==> config.mk <==
export PLATFORM = sky130hd
export DESIGN_NAME = decoder_3to8
export DESIGN_NICKNAME = d
export VERILOG_FILES = /design/src/rtl/decoder_3to8.sv
export SDC_FILE = /design/constraint.sdc
export NUM_CORES = 1
export LEC_CHECK = 0
export ABC_AREA = 1
export CELL_PAD_IN_SITES_DETAIL_PLACEMENT = 1
export CELL_PAD_IN_SITES_GLOBAL_PLACEMENT = 1
export CORE_MARGIN = 4
export CORE_UTILIZATION = 30
export DETAILED_ROUTE_END_ITERATION = 7
export HOLD_SLACK_MARGIN = 0.02
export PLACE_DENSITY = 0.88
export SLEW_MARGIN = 0
export SYNTH_ARGS = -nofsm -noshare
export SYNTH_HDL_FRONTEND = slang
export SYNTH_SLANG_ARGS = --single-unit
==> constraint.sdc <==
create_clock -name clk -period 3.4 [get_ports clk]
set_clock_uncertainty 0.15 [all_clocks]
set_input_delay 0.68 -clock clk [delete_from_list [all_inputs] [get_ports clk]]
set_output_delay 0.68 -clock clk [all_outputs]
set_load 0.02 [all_outputs]
==> src/rtl/decoder_3to8.sv <==
`default_nettype none
// ============================================================================
// Module      : decoder_3to8
// Description : Enabled 3-to-8 one-hot decoder (big-endian, q[0] for sel=0)
//               with last-code, activity and strobe-count bookkeeping.
//               Define DECODER_OUT_REG_EN to register q/any (1-cycle latency).
// Revision    : 1.0 - initial release
// ============================================================================
module decoder_3to8 #(
  parameter int SEL_WIDTH = 3,
  parameter int CNT_WIDTH = 8,
  localparam int OUT_WIDTH = 2 ** SEL_WIDTH
) (
  input  logic                 clk,
  input  logic                 resetN,
  input  logic                 en,
  input  logic [0:SEL_WIDTH-1] sel,
  output logic [0:OUT_WIDTH-1] q,
  output logic                 any,
  output logic [0:SEL_WIDTH-1] lastSel,
  output logic                 lastValid,
  output logic [0:CNT_WIDTH-1] strobeCount
);

  localparam logic [0:CNT_WIDTH-1] c_cnt_one = {{(CNT_WIDTH-1){1'b0}}, 1'b1};

  logic [0:OUT_WIDTH-1] w_decode;
  logic [0:SEL_WIDTH-1] r_last_sel;
  logic                 r_last_valid;
  logic [0:CNT_WIDTH-1] r_strobe_count;

  // Ascending range: w_decode[0] is the leftmost bit, so sel=0 lands on the MSB.
  always_comb begin
    w_decode = '0;
    if (en) begin
      w_decode[sel] = 1'b1;
    end
  end

  always_ff @(posedge clk or negedge resetN) begin
    if (!resetN) begin
      r_last_sel     <= '0;
      r_last_valid   <= 1'b0;
      r_strobe_count <= '0;
    end else if (en) begin
      r_last_sel     <= sel;
      r_last_valid   <= 1'b1;
      r_strobe_count <= r_strobe_count + c_cnt_one;
    end
  end

`ifdef DECODER_OUT_REG_EN
  logic [0:OUT_WIDTH-1] r_q;
  logic                 r_any;

  always_ff @(posedge clk or negedge resetN) begin
    if (!resetN) begin
      r_q   <= '0;
      r_any <= 1'b0;
    end else begin
      r_q   <= w_decode;
      r_any <= |w_decode;
    end
  end

  assign q   = r_q;
  assign any = r_any;
`else
  assign q   = w_decode;
  assign any = |w_decode;
`endif

  assign lastSel     = r_last_sel;
  assign lastValid   = r_last_valid;
  assign strobeCount = r_strobe_count;

endmodule
`default_nettype wire

==> results.md <==
* Status: complete, no violations
* Sequential-to-total area share from yosys stat at around 47%
* R2r setup slk at 2100 ps
* Setup violations, final at 0
* TritonCTS clock tree: done
* Initial antenna violation count at 0
* Critical-path cell list: clkdlybuf4s50_1, inv_6, or2_4, nor2_2, clkdlybuf4s50_1
* Clk_lat worst skew at 270 ps
* Final period utilization at about nine tenths
* Ys Warns at 0
* Syn Inst Count at 77
* Synth Cell Area at 641 µm²
* Top post-synthesis cells by area: dfrtp_1 (47%), nand2_1 (16%), inv_1 (4.7%), xor2_1 (4.1%), nor2_2 (3.9%)
* N_diodes at 0
* Bufs and invs on worst path at 3
* Yosys top cell by area: dfrtp_1
* RR Endpoint: strobeCount[1]
* # rows at 16
* Multi-input logic area at 283 µm²
* Average cell area after synthesis at 8.32 µm²
* Crit path DAT at 2270 ps
* Core area at 2000 µm²
* Element type at the critical path start: primary input
* FF-to-FF Start: strobeCount[7]
* Total setup buffers inserted after CTS at 0
* Maximum clock rate at 323 MHz
* Largest net degree at the start of global routing at 13
* Slew Limit Headroom at 64.4%
* Die width at 54.2 µm
* Syn nets at 84
* CP most frequent cell: clkdlybuf4s50_1
* Routed len/inst at between 10 and 15 µm
* DRC at 0
* Post-Route Setup TNS at 0 ps
* Max-cap viol count at 0
* M1 GR Usage at 13.4%
* Clk pin slew, worst setup/hold paths at 80 ps
* Power Dens Cells at around 670 nW/µm²
* Die height at 54.2 µm
* Family with the most delay on the worst path: buffers and inverters
* Total number of vias at 587
* Post-route setup slack at 300 ps
* Via/cell ratio at 4.41
* # nets final at 114
* CTS Buf Count at 3
* Worst Max-Slew Pin Slew at 532 ps
* DRT Pass-1 Iters at 3
* Hold_ws at 322 ps
* Crit-path max FO at 7
* Final Core Density at between 40% and 50%
* Yosys reg bits at 12
* Met2 Use GR at 27.9%
* H-Tree Depth at 1
* Iter 0 DRT Violations at 8
* Post-CTS sizing at 0
* CP required at 2570 ps
* Dpl hpwl at 1340 µm
* Clock root cell: clkbuf_4
* Final hold violation count at 0
* Gr ovfl total at 0
* R2R depth at 6
* Worst setup endpoint: q[6]
* Placer Congestion at 0.715
* Fin. max-slew vios at 0
* Most Crowded Layer GR: met2
* Share of layout cells above drive strength 1 at between 15 and 20%
* Max stage delay on crit path at 610 ps
* Max Buffers Root-to-Sink at 2
* Vias in the first global route at 693
* I/O pin count at 27
* Slowest CP cell: clkdlybuf4s50_1
* Leakage at 0.455 nW
* Crit. End Element: output pin
* CP Depth at 5
* Initial core utilization at a little under a third
* Port bufs at 26
* Layout area overhead at 50.4%
* Sequential cell area at 300 µm²
* CTS sink count at 12
* RSZ-0062 raised after global routing: false
* Asr flop ratio synth at 100%
* Main flop type after synthesis: dfrtp_1
* Peak ir drop on the vdd network at 0.000269 V
* Full die area at a little under 3000 µm²
* CTS hold repair buffers at 0
* Synth top area share at 46.9%
* Post-synth EDFFs at 0
* Gr usage total at 13.9%
* Synth cell count leaders: nand2_1 (27), dfrtp_1 (12), inv_1 (8), nor2_1 (6), nor2_2 (4)
* First-pass GRT wire length at ~3000 µm
* Fillcell total at 255
* Type of the worst setup path: primary input to output pin
* Min Tclk post-route at 3100 ps
* Crit path from: en
* Library cells used by synthesis at 18
* Count leader, synth: nand2_1
* HP Class: flip-flop to flip-flop
* Drt total wl at 1670 µm
* Antenna Violating Nets Remaining at 0
* Met3 Track Usage GR at 4.09%
* Setup WS pre-CTS at 278 ps
power breakdown:
group	total [mW]	internal [mW]	switching (mW)	leakage, nW
clock network	0.113	0.0650	0.0483	0.0210
registers	0.239	0.187	0.0521	0.138
logic	0.293	0.133	0.160	0.296
layout by cell type (no fill, tap or decap):
master / n
clkbuf_8: 1
clkbuf_4: 3
inv_6: 1
or2_4: 1
nand3_1: 2
nand3b_1: 2
clkdlybuf4s50_1: 26
dfrtp_1: 12
xor2_1: 3
buf_4: 1
inv_2: 1
o21ai_0: 2
or2_2: 1
inv_1: 8
nor2_2: 4
nand2_4: 2
nor2_4: 2
nor2_1: 6
ha_1: 1
nand2_1: 27
worst reg2reg max path, delay by kind of cell (launching register included):
family	cells	cell delay (ps)
adders and majority gates	1	230
DFF	1	450
buffers and inverters	1	30
and+or+nand+nor	4	330
routing by layer:
layer | part of all wire, % | vias to the layer above | wire [µm]
met5 | 0 | - | 0
met3 | 8.0 | 2 | 134
met1 | 37 | 277 | 626
li1 | - | 285 | -
met4 | 0.48 | 0 | 8
met2 | 54 | 23 | 901
how the worst min path moves through the flow:
stage,startpoint,end,depth (start not counted)
2_1_floorplan,resetN,lastSel[0],0
5_1_grt,lastValid,lastValid,1
3_5_place_dp,lastValid,lastValid,1
6_report,lastValid,lastValid,1
4_1_cts,lastValid,lastValid,1
3_3_place_gp,lastValid,lastValid,1
metrics by stage:
step	instance area, µm²	instances	total power, mW
after CTS	963	133	0.658
after detailed placement	927	129	0.539
after floorplan	641	77	0.400
final	963	133	0.645
after global routing	963	133	0.696
after global placement	927	129	0.519
sequential cells by signal (all words and copies together), names as in the netlist:
name and cells:
strobeCount 8, lastValid 1, lastSel 3
area by class of cell:
class	count	area share (%)
timing repair buffer	27	27.8
inverter	10	4.42
multi-input combinational	53	29.4
sequential	12	31.2
clock buffer	4	3.77
tap	27	3.51
cell families (layout without fill, tap and decap cells):
| kind of cell | after synthesis | in the layout | synth area share [%] |
|---|---|---|---|
| AO/OA/AOI/OAI | 2 | 2 | 1.56 |
| buffers and inverters | 12 | 41 | 8.98 |
| XOR/XNOR | 3 | 3 | 4.10 |
| AND/OR/NAND/NOR | 47 | 47 | 36.5 |
| flip-flops | 12 | 12 | 46.9 |
| adder cells (fa/ha/maj) | 1 | 1 | 1.95 |
No activity file was read; power rests on OpenSTA's default activity.
